===== config.mk =====
export PLATFORM = sky130hd
export DESIGN_NAME = multicycle_control_fsm_flat
export DESIGN_NICKNAME = d
export VERILOG_FILES = /design/src/rtl/multicycle_control_fsm_if.sv /design/src/rtl/multicycle_control_fsm.sv /design/src/flat_wrapper.sv
export SDC_FILE = /design/constraint.sdc
export NUM_CORES = 1
export LEC_CHECK = 0
export ABC_AREA = 1
export BUFFER_PORTS_ARGS = -buffer_cell sky130_fd_sc_hd__buf_2
export CAP_MARGIN = 15
export CORE_AREA = 2 2 45 47
export DETAILED_ROUTE_END_ITERATION = 12
export DIE_AREA = 0 0 47 49
export PLACE_DENSITY = 0.75
export SLEW_MARGIN = 20
export SYNTH_ARGS = -nofsm -noshare
export SYNTH_HDL_FRONTEND = slang
export SYNTH_SLANG_ARGS = --single-unit

===== constraint.sdc =====
create_clock -name i_clk -period 1.75 [get_ports i_clk]
set_clock_uncertainty 0.15 [all_clocks]
set_input_delay 0.2625 -clock i_clk [delete_from_list [all_inputs] [get_ports i_clk]]
set_output_delay 0.2625 -clock i_clk [all_outputs]
set_load 0.01 [all_outputs]

===== src/rtl/multicycle_control_fsm_if.sv =====
// rtl/multicycle_control_fsm_if.sv - instruction fields and flags in, datapath selects and strobes out
interface multicycle_control_fsm_if;
  logic [6:0] i_op;
  logic [2:0] i_funct3;
  logic       i_funct7b5;
  logic       i_zero;
  logic       i_lt;
  logic       i_memReady;
  logic       o_pcWrite;
  logic       o_irWrite;
  logic       o_regWrite;
  logic       o_memWrite;
  logic       o_adrSrc;
  logic [1:0] o_aluSrcA;
  logic [1:0] o_aluSrcB;
  logic [1:0] o_resultSrc;
  logic [2:0] o_immSrc;
  logic [3:0] o_aluControl;
  logic       o_illegal;
  logic [3:0] o_state;

  modport master (
    output i_op, i_funct3, i_funct7b5, i_zero, i_lt, i_memReady,
    input  o_pcWrite, o_irWrite, o_regWrite, o_memWrite, o_adrSrc,
    input  o_aluSrcA, o_aluSrcB, o_resultSrc, o_immSrc, o_aluControl,
    input  o_illegal, o_state
  );

  modport slave (
    input  i_op, i_funct3, i_funct7b5, i_zero, i_lt, i_memReady,
    output o_pcWrite, o_irWrite, o_regWrite, o_memWrite, o_adrSrc,
    output o_aluSrcA, o_aluSrcB, o_resultSrc, o_immSrc, o_aluControl,
    output o_illegal, o_state
  );
endinterface


===== src/rtl/multicycle_control_fsm.sv =====
// rtl/multicycle_control_fsm.sv - Moore control FSM for the multi-cycle RV32I core
module multicycle_control_fsm #(
  parameter bit EXTENDED_ISA  = 1'b1,
  parameter bit MEM_HANDSHAKE = 1'b1
) (
  input  logic                     i_clk,
  input  logic                     i_srst,
  multicycle_control_fsm_if.slave  bus
);

  typedef enum logic [3:0] {
    S_FETCH    = 4'd0,
    S_DECODE   = 4'd1,
    S_MEMADR   = 4'd2,
    S_MEMREAD  = 4'd3,
    S_MEMWB    = 4'd4,
    S_MEMWRITE = 4'd5,
    S_EXECR    = 4'd6,
    S_EXECI    = 4'd7,
    S_ALUWB    = 4'd8,
    S_BRANCH   = 4'd9,
    S_JAL      = 4'd10,
    S_JALR     = 4'd11,
    S_JALRWB   = 4'd12,
    S_LUI      = 4'd13,
    S_TRAP     = 4'd15
  } state_e;

  localparam logic [6:0] OP_LW   = 7'b0000011;
  localparam logic [6:0] OP_SW   = 7'b0100011;
  localparam logic [6:0] OP_R    = 7'b0110011;
  localparam logic [6:0] OP_I    = 7'b0010011;
  localparam logic [6:0] OP_B    = 7'b1100011;
  localparam logic [6:0] OP_JAL  = 7'b1101111;
  localparam logic [6:0] OP_JALR = 7'b1100111;
  localparam logic [6:0] OP_LUI  = 7'b0110111;

  state_e     state_q, state_d;
  logic       illegal_q, illegal_d;
  logic       mem_ready;
  logic       taken;
  logic       pc_write, ir_write, reg_write, mem_write;
  logic       adr_src;
  logic [1:0] alu_src_a, alu_src_b, result_src;
  logic [2:0] imm_src;
  logic [3:0] alu_control;

  assign mem_ready = MEM_HANDSHAKE ? bus.i_memReady : 1'b1;

  always_ff @(posedge i_clk) begin
    if (i_srst) begin
      state_q   <= S_FETCH;
      illegal_q <= 1'b0;
    end else begin
      state_q   <= state_d;
      illegal_q <= illegal_d;
    end
  end

  always_comb begin
    case (bus.i_funct3)
      3'b001:  taken = ~bus.i_zero;
      3'b100:  taken = bus.i_lt;
      3'b101:  taken = ~bus.i_lt;
      default: taken = bus.i_zero;
    endcase
  end

  always_comb begin
    state_d     = state_q;
    pc_write    = 1'b0;
    ir_write    = 1'b0;
    reg_write   = 1'b0;
    mem_write   = 1'b0;
    adr_src     = 1'b0;
    alu_src_a   = 2'b00;
    alu_src_b   = 2'b00;
    result_src  = 2'b00;
    imm_src     = 3'b000;
    alu_control = 4'b0000;
    case (state_q)
      S_FETCH: begin
        alu_src_b  = 2'b10;
        result_src = 2'b10;
        ir_write   = mem_ready;
        pc_write   = mem_ready;
        if (mem_ready) state_d = S_DECODE;
      end
      S_DECODE: begin
        alu_src_a = 2'b01;
        alu_src_b = 2'b01;
        imm_src   = 3'b010;
        case (bus.i_op)
          OP_LW, OP_SW: state_d = S_MEMADR;
          OP_R:         state_d = S_EXECR;
          OP_I:         state_d = S_EXECI;
          // funct3 bit 1 clear selects exactly BEQ/BNE/BLT/BGE
          OP_B:         state_d = bus.i_funct3[1] ? S_TRAP : S_BRANCH;
          OP_JAL:       state_d = S_JAL;
          OP_JALR:      state_d = EXTENDED_ISA ? S_JALR : S_TRAP;
          OP_LUI:       state_d = EXTENDED_ISA ? S_LUI : S_TRAP;
          default:      state_d = S_TRAP;
        endcase
      end
      S_MEMADR: begin
        alu_src_a = 2'b10;
        alu_src_b = 2'b01;
        imm_src   = (bus.i_op == OP_SW) ? 3'b001 : 3'b000;
        state_d   = (bus.i_op == OP_SW) ? S_MEMWRITE : S_MEMREAD;
      end
      S_MEMREAD: begin
        adr_src = 1'b1;
        if (mem_ready) state_d = S_MEMWB;
      end
      S_MEMWB: begin
        result_src = 2'b01;
        reg_write  = 1'b1;
        state_d    = S_FETCH;
      end
      S_MEMWRITE: begin
        adr_src   = 1'b1;
        imm_src   = 3'b001;
        mem_write = 1'b1;
        if (mem_ready) state_d = S_FETCH;
      end
      S_EXECR: begin
        alu_src_a   = 2'b10;
        alu_control = {bus.i_funct7b5, bus.i_funct3};
        state_d     = S_ALUWB;
      end
      S_EXECI: begin
        alu_src_a   = 2'b10;
        alu_src_b   = 2'b01;
        alu_control = {1'b0, bus.i_funct3};
        state_d     = S_ALUWB;
      end
      S_ALUWB: begin
        reg_write = 1'b1;
        state_d   = S_FETCH;
      end
      S_BRANCH: begin
        alu_src_a   = 2'b10;
        alu_control = 4'b1000;
        pc_write    = taken;
        state_d     = S_FETCH;
      end
      S_JAL: begin
        alu_src_a = 2'b01;
        alu_src_b = 2'b10;
        imm_src   = 3'b011;
        pc_write  = 1'b1;
        state_d   = S_ALUWB;
      end
      S_JALR: begin
        alu_src_a = 2'b10;
        alu_src_b = 2'b01;
        state_d   = S_JALRWB;
      end
      S_JALRWB: begin
        alu_src_a = 2'b01;
        alu_src_b = 2'b10;
        pc_write  = 1'b1;
        state_d   = S_ALUWB;
      end
      S_LUI: begin
        alu_src_a = 2'b11;
        alu_src_b = 2'b01;
        imm_src   = 3'b100;
        state_d   = S_ALUWB;
      end
      S_TRAP:  state_d = S_TRAP;
      default: state_d = S_TRAP;
    endcase
  end

  // TRAP is absorbing, so the sticky flag only needs to see entry into it
  assign illegal_d = illegal_q | (state_d == S_TRAP);

  assign bus.o_pcWrite    = pc_write  & ~i_srst;
  assign bus.o_irWrite    = ir_write  & ~i_srst;
  assign bus.o_regWrite   = reg_write & ~i_srst;
  assign bus.o_memWrite   = mem_write & ~i_srst;
  assign bus.o_adrSrc     = adr_src;
  assign bus.o_aluSrcA    = alu_src_a;
  assign bus.o_aluSrcB    = alu_src_b;
  assign bus.o_resultSrc  = result_src;
  assign bus.o_immSrc     = imm_src;
  assign bus.o_aluControl = alu_control;
  assign bus.o_illegal    = illegal_q;
  assign bus.o_state      = state_q;

endmodule


===== src/flat_wrapper.sv =====
// flat-port wrapper written by rule: the top's interface ports become plain ports
module multicycle_control_fsm_flat 
#(
  parameter bit EXTENDED_ISA  = 1'b1,
  parameter bit MEM_HANDSHAKE = 1'b1
)
  (i_clk, i_srst, bus_i_op, bus_i_funct3, bus_i_funct7b5, bus_i_zero, bus_i_lt, bus_i_memReady, bus_o_pcWrite, bus_o_irWrite, bus_o_regWrite, bus_o_memWrite, bus_o_adrSrc, bus_o_aluSrcA, bus_o_aluSrcB, bus_o_resultSrc, bus_o_immSrc, bus_o_aluControl, bus_o_illegal, bus_o_state);
  multicycle_control_fsm_if bus_i ();
  input  logic i_clk;
  input  logic i_srst;
  input wire logic [$bits(bus_i.i_op)-1:0] bus_i_op;
  input wire logic [$bits(bus_i.i_funct3)-1:0] bus_i_funct3;
  input wire logic [$bits(bus_i.i_funct7b5)-1:0] bus_i_funct7b5;
  input wire logic [$bits(bus_i.i_zero)-1:0] bus_i_zero;
  input wire logic [$bits(bus_i.i_lt)-1:0] bus_i_lt;
  input wire logic [$bits(bus_i.i_memReady)-1:0] bus_i_memReady;
  output wire logic [$bits(bus_i.o_pcWrite)-1:0] bus_o_pcWrite;
  output wire logic [$bits(bus_i.o_irWrite)-1:0] bus_o_irWrite;
  output wire logic [$bits(bus_i.o_regWrite)-1:0] bus_o_regWrite;
  output wire logic [$bits(bus_i.o_memWrite)-1:0] bus_o_memWrite;
  output wire logic [$bits(bus_i.o_adrSrc)-1:0] bus_o_adrSrc;
  output wire logic [$bits(bus_i.o_aluSrcA)-1:0] bus_o_aluSrcA;
  output wire logic [$bits(bus_i.o_aluSrcB)-1:0] bus_o_aluSrcB;
  output wire logic [$bits(bus_i.o_resultSrc)-1:0] bus_o_resultSrc;
  output wire logic [$bits(bus_i.o_immSrc)-1:0] bus_o_immSrc;
  output wire logic [$bits(bus_i.o_aluControl)-1:0] bus_o_aluControl;
  output wire logic [$bits(bus_i.o_illegal)-1:0] bus_o_illegal;
  output wire logic [$bits(bus_i.o_state)-1:0] bus_o_state;
  assign bus_i.i_op = bus_i_op;
  assign bus_i.i_funct3 = bus_i_funct3;
  assign bus_i.i_funct7b5 = bus_i_funct7b5;
  assign bus_i.i_zero = bus_i_zero;
  assign bus_i.i_lt = bus_i_lt;
  assign bus_i.i_memReady = bus_i_memReady;
  assign bus_o_pcWrite = bus_i.o_pcWrite;
  assign bus_o_irWrite = bus_i.o_irWrite;
  assign bus_o_regWrite = bus_i.o_regWrite;
  assign bus_o_memWrite = bus_i.o_memWrite;
  assign bus_o_adrSrc = bus_i.o_adrSrc;
  assign bus_o_aluSrcA = bus_i.o_aluSrcA;
  assign bus_o_aluSrcB = bus_i.o_aluSrcB;
  assign bus_o_resultSrc = bus_i.o_resultSrc;
  assign bus_o_immSrc = bus_i.o_immSrc;
  assign bus_o_aluControl = bus_i.o_aluControl;
  assign bus_o_illegal = bus_i.o_illegal;
  assign bus_o_state = bus_i.o_state;
  multicycle_control_fsm #(.EXTENDED_ISA(EXTENDED_ISA), .MEM_HANDSHAKE(MEM_HANDSHAKE)) u_core (.i_clk(i_clk), .i_srst(i_srst), .bus(bus_i));
endmodule

==> reports/metrics.cfg, run 1 <==
[run_status]
outcome = complete, no violations

[grt]
antenna_found_initial = 0
grt_util_all_layers = 0.182
grt_pass1_wl_um = 3220
grt_max_degree = 10
grt_overflow_total = 0
first_global_vias = 843

[die]
die_h_um = 49
dieWidth_um = 47
num_rows = 16
io_pins = 39
core_region_area_um2 = 1840
dieArea_um2 = 2300
initial_utilization = 0.402

[worst_hold_path]
hp-start = i_srst
holdPathStages = 2
hold_class = input port to register

[final_layout]
insertedDiodeCount = 0
nets = 198
final_area_um2 = 1040
layout-drive-gt1-share = 0.425
layout.cells.non_filler = 208
synthToLayoutAreaGrowth_pct = 40.9

[logic_synthesis]
synth_flop_cell = dfxtp_1
synthSimpleGateAreaFrac = 0.579
synthTopCellsByCount = nand2_1, nor2_1, inv_1
synth_fp_nets = 155
ys_types = 25
avgSynthCellArea_um2 = 5.33
synth_seq_cells = 5
yosysSeqAreaShare = 0.135
yosys_warnings = 0
synth_edf_count = 0
synthArstFlopShare = 0
yosysTopAreaCell = nand2_1
yosysMostFrequentCell = nand2_1
synth-compound-area-share = 0.135
synth_top_area_frac = 0.177
syn-cell-area_um2 = 741
syn_inst = 139
synth_fa_ha_area_frac = 0
synthMuxAreaShare = 0
synthXorXnorAreaFrac = 0
ys_top_cells_by_area = nand2_1, nor2_1, dfxtp_1
synth_top_family_by_area = simple AND/OR/NAND/NOR gates

[setup_path]
crit_path_start_kind = register
reg2regPathDepth = 9
end_kind = primary output
critical_path_required_ps = 1340
cp_slowest_stage_delay_ps = 360
worstReg2RegStart = u_core.bus.o_state[0]$_SDFF_PP0_
worst_path_max_delay_cell = dfxtp_4
worstSetupStartpoint = u_core.bus.o_state[3]$_SDFF_PP0_
cp_common_cell = nor2_4
path_cells = nor2_4, inv_4, nor2_4, nand4_1, nand3_1, buf_2
crit_fanout = 5
arrival_ps = 1320
worstSetupPathType = register to primary output

[placement]
dp.cells = 203
hpwlAfterDp_um = 1720
dp_slack_ps = 135
place_congestion = 0.910
place_area_um2 = 961
portBuffers = 38

[timing]
setup_viol = 0
period_minus_slack_ps = 1730
fmax_mhz = 576
tightest_slew_ps = 249
fin_crit_sh = 0.991
setup_ws_ps = 15.3
relSlewSlack = 0.833
final.setup.tns_ps = 0
final_hold_viol_count = 0
grt_setup_unrepaired = true
maxSlewViolCount = 0

[power_and_ir_drop]
power_density_nw_per_um2 = 1240
vdd_drop_max_uv = 913
power_w = 0.00130
p_leak_nw = 0.618

[cts]
htreeDepth = 1
ctsHoldBuffers = 0
clockBufferDepth = 2
cts.sinks = 5
cts_tree = built
insertion_delay_ps = 240
clkTransAtPathRegs_ps = 40
cts_buffers = 3
cts_root_buffer = clkbuf_4

[routing]
wire_per_inst_um = 9.88
dr.pass1.iters = 4
drt_iter0_markers = 21
drt_wl_total_um = 2060
postRouteAntennaNets = 0
vias = 1005
drc = 0
via_per_inst = 4.83

[run]
cap_violations = 0

[what timing repair did]
action / in CTS / in global routing
buffers inserted: 0 / 1
gates resized for setup: 9 / 13
endpoints found under the setup margin: 7 / 8
hold endpoints to repair: 0 / 0
pin swaps: 1 / 4
[stage by stage]
| step | hold slack, ps | util |
|---|---|---|
| global route | 193 | 0.567 |
| CTS | 173 | 0.546 |
| floorplan | 324 | - |
| finish | 177 | 0.567 |
| global placement | 282 | 0.522 |
| detailed placement | 285 | 0.522 |
[flip-flops by register name, indices dropped and copies added (netlist names)]
name and count:
u_core.bus.o_state 4, u_core.bus.o_illegal 1
[logic make-up (layout without fill, tap and decap cells)]
family,after synthesis,after routing
simple gates,90,90
buf+inv,29,71
compound gates,15,15
flops,5,5
[cell usage in the layout, fill, tap and decap left out, types with 2 or more instances in the layout]
master,n
buf_2,38
nand3_1,9
nand2_2,5
inv_2,5
o21ai_0,3
inv_1,21
a21oi_2,2
o21ai_1,2
o211ai_1,2
dfxtp_4,3
nor2_2,5
nor4_1,2
nand2_1,33
a21oi_1,3
nand4_1,3
nor2_1,22
nor2_4,7
clkbuf_4,3
inv_4,2
[power by group]
| part | internal (W) | total, W | leakage, nW | switching, W |
|---|---|---|---|---|
| clock network | 0.0000861 | 0.000132 | 0.0150 | 0.0000459 |
| registers | 0.000170 | 0.000241 | 0.0434 | 0.0000715 |
| logic | 0.000357 | 0.000922 | 0.559 | 0.000565 |
| total | 0.000613 | 0.00130 | 0.618 | 0.000682 |
[worst max-delay path, delay by kind of cell (launching register included)]
| family | cells | cell delay (ps) |
|---|---|---|
| simple gates | 4 | 530 |
| flops | 1 | 360 |
| buf+inv | 2 | 200 |
[routing by layer]
| metal | up-vias | GRT usage | routed length, um |
|---|---|---|---|
| met3 | 2 | 0.0148 | 139 |
| met5 | - | 0 | 0 |
| li1 | 518 | - | - |
| met4 | 0 | 0.0741 | 19 |
| met1 | 435 | 0.216 | 909 |
| met2 | 50 | 0.320 | 988 |
[final cells by class]
| type | count | area (um^2) |
|---|---|---|
| sequential | 5 | 113 |
| tap | 27 | 33.8 |
| multi-input combinational | 105 | 563 |
| clock buffer | 4 | 26.3 |
| fill | 194 | 798 |
| timing repair buffer | 39 | 198 |
| inverter | 28 | 110 |
[path summary, 6_finish.rpt]
check	end	slack [ps]
setup / recovery	bus_o_immSrc[0]	20
hold / removal	u_core.bus.o_state[0]$_SDFF_PP0_	180
setup reg to reg	u_core.bus.o_illegal$_SDFF_PP0_	140
hold reg to reg	u_core.bus.o_illegal$_SDFF_PP0_	300
Power figures use the tool's default switching activity.
==> run 2: changes to the inputs <==
==> constraint.sdc (replaced) <==
create_clock -name i_clk -period 1.75 [get_ports i_clk]
set_clock_uncertainty 0.15 [all_clocks]
set_input_delay 0.0875 -clock i_clk [delete_from_list [all_inputs] [get_ports i_clk]]
set_output_delay 0.0875 -clock i_clk [all_outputs]
set_load 0.01 [all_outputs]
==> run 2 against run 1 <==
Non-clock buffer count unchanged. Sequential power decreased by 8.7%. Utilization decreased by 2.0 points. Cell area decreased by 3.5%. Die area unchanged. Fmax increased by 4.4%. Count of clock-buffer cells in the layout unchanged. Final cell count unchanged.
==> reports/metrics.cfg, run 2 (synthesized netlist as in run 1, its figures left out) <==
[die]
initial_utilization = 0.402  ; unchanged
die_h_um = 49  ; unchanged
dieWidth_um = 47  ; unchanged
core_region_area_um2 = 1840  ; unchanged
io_pins = 39  ; unchanged
dieArea_um2 = 2300  ; unchanged
num_rows = 16  ; unchanged

[grt]
antenna_found_initial = 0  ; unchanged
gr-usage-met1 = 0.223  ; +0.00676
grt_pass1_wl_um = 3440  ; +6.9%
first_global_vias = 918  ; +8.9%
grt_util_met2 = 0.349  ; +0.0297
grt_overflow_total = 0  ; unchanged
use_met3 = 0.0111  ; -0.00370
grt_util_all_layers = 0.194  ; +0.0114
grt.busiest_layer = met2
grt_max_degree = 10  ; unchanged

[final_layout]
synthToLayoutAreaGrowth_pct = 36.0
layout_common_cells = buf_2, nand2_1, nor2_1
insertedDiodeCount = 0  ; unchanged
nFillCells = 208  ; +7.2%
layout-drive-gt1-share = 0.370  ; -0.0552
nets = 198  ; unchanged
multi_input_area_um2 = 534  ; -5.1%
largest_reg_flops = 4  ; unchanged
ff_latch_area_um2 = 105  ; -6.7%
final_common_cell = buf_2

[timing]
relSlewSlack = 0.825  ; -0.00804
grt_setup_unrepaired = false
maxSlewViolCount = 0  ; unchanged
tightest_slew_ps = 261  ; +11.9 ps
period_minus_slack_ps = 1660  ; -73.0 ps
fmax_mhz = 602  ; +4.4%
holdWs_ps = 181  ; +4.39 ps
setup_viol = 0  ; unchanged
final.setup.tns_ps = 0  ; unchanged
setup_ws_ps = 88.4  ; +73.0 ps
fin_crit_sh = 0.949  ; -0.0417
final_hold_viol_count = 0  ; unchanged

[setup_path]
worstSetupPathType = register to primary output
r2r_end = u_core.bus.o_illegal$_SDFF_PP0_
arrival_ps = 1420  ; +100 ps
worstReg2RegStart = u_core.bus.o_state[1]$_SDFF_PP0_
crit_path_start_kind = register
end_kind = primary output
r2r_slack_ps = 280  ; +140 ps
reg2regPathDepth = 11  ; +2
crit_fanout = 4  ; -1
critical_path_required_ps = 1510  ; +170 ps

[routing]
drc = 0  ; unchanged
postRouteAntennaNets = 0  ; unchanged
drt_wl_total_um = 2010  ; -2.3%
drt_iter0_markers = 24  ; +14%
dr.pass1.iters = 4  ; unchanged
via_per_inst = 4.74  ; -2.0%
vias = 985  ; -2.0%
wire_per_inst_um = 9.65  ; -2.3%

[cts]
cts.sinks = 5  ; unchanged
cts_buffers = 3  ; unchanged
htreeDepth = 1  ; unchanged
clkTransAtPathRegs_ps = 40  ; about the same
insertion_delay_ps = 240  ; about the same
cts_tree = built
clockBufferDepth = 2  ; unchanged
postCtsSetupBuffers = 0  ; unchanged
cts_root_buffer = clkbuf_4

[power_and_ir_drop]
power_w = 0.00122  ; -5.6%
pwr-share-clk = 0.108  ; +0.006
swShare = 0.530  ; +0.00313
seqPwrFrac = 0.180  ; -0.006
p_int_w = 0.000574  ; -6.2%
p_leak_nw = 0.612  ; -0.87%
switchingPower_w = 0.000648  ; -5.1%
p_comb_frac = 0.712  ; about the same
power_density_nw_per_um2 = 1210  ; -2.2%
vdd_drop_max_uv = 827  ; -9.4%

[placement]
dp_slack_ps = 231  ; +96.1 ps
place_congestion = 0.921  ; +1.2%
hpwlAfterDp_um = 1730  ; +0.49%
portBuffers = 38  ; unchanged

[run]
cap_violations = 0  ; unchanged

[worst_hold_path]
holdPathStages = 4  ; +2
hold_end = u_core.bus.o_state[1]$_SDFF_PP0_
hold_class = input port to register
hp-start = bus_i_op[5]

[run_status]
outcome = complete, no violations

==> run 2: cell count changes in the layout (fill, tap and decap cells not counted), sizes merged <==
cell         delta
dlygate4sd3     +1
buf             -1
==> run 2: worst max-delay path by stage <==
stage,depth (start not counted),slack (ps),to,start
global route,6,3,bus_o_aluSrcA[0],u_core.bus.o_state[0]$_SDFF_PP0_
finish,7,90,bus_o_pcWrite,u_core.bus.o_state[3]$_SDFF_PP0_
CTS,7,10,bus_o_pcWrite,u_core.bus.o_state[3]$_SDFF_PP0_
floorplan,8,300,u_core.bus.o_illegal$_SDFF_PP0_,u_core.bus.o_state[2]$_SDFF_PP0_
detailed placement,11,230,u_core.bus.o_illegal$_SDFF_PP0_,u_core.bus.o_state[3]$_SDFF_PP0_
global placement,8,240,u_core.bus.o_illegal$_SDFF_PP0_,u_core.bus.o_state[0]$_SDFF_PP0_
==> run 2: final cells by class <==
class	count	share of cell area
flip-flops and latches	5	0.104
well taps	27	0.0335
multi-input cells	105	0.530
inverters	28	0.107
repair buffers	39	0.199
clock buffers	4	0.0261
==> run 2: power groups by stage <==
stage / Clock [W] / Sequential [W] / Combinational (W)
floorplan: 0 / 0.000223 / 0.000568
global placement: 0 / 0.000211 / 0.000856
detailed placement: 0 / 0.000211 / 0.000857
CTS: 0.000141 / 0.000209 / 0.000862
global route: 0.000147 / 0.000227 / 0.000957
finish: 0.000132 / 0.000220 / 0.000870
==> run 2: what timing repair did <==
action	CTS	global route
endpoints found under the setup margin	0	5
resized for setup	0	6
hold buffers	1	0
endpoints found under the hold margin	1	0
==> run 2: through the flow <==
step	cells	instance area, um^2	utilization
3_3_place_gp	203	961	0.522
5_1_grt	208	1010	0.547
6_report	208	1010	0.547
3_5_place_dp	203	961	0.522
4_1_cts	208	997	0.541
2_1_floorplan	139	741	-
==> run 2: critical path: stages, from the launching register on <==
cell and delay (ps):
dfxtp_2 360, inv_1 90, nor2_2 100, inv_1 70, nor2_1 150, a21oi_1 90
a31oi_1 170, buf_2 150
==> run 2: layer usage <==
layer / routed length, um / vias up
met5: 0 / -
li1: - / 518
met2: 1000 / 33
met3: 134 / 0
met1: 872 / 434
met4: 0 / 0
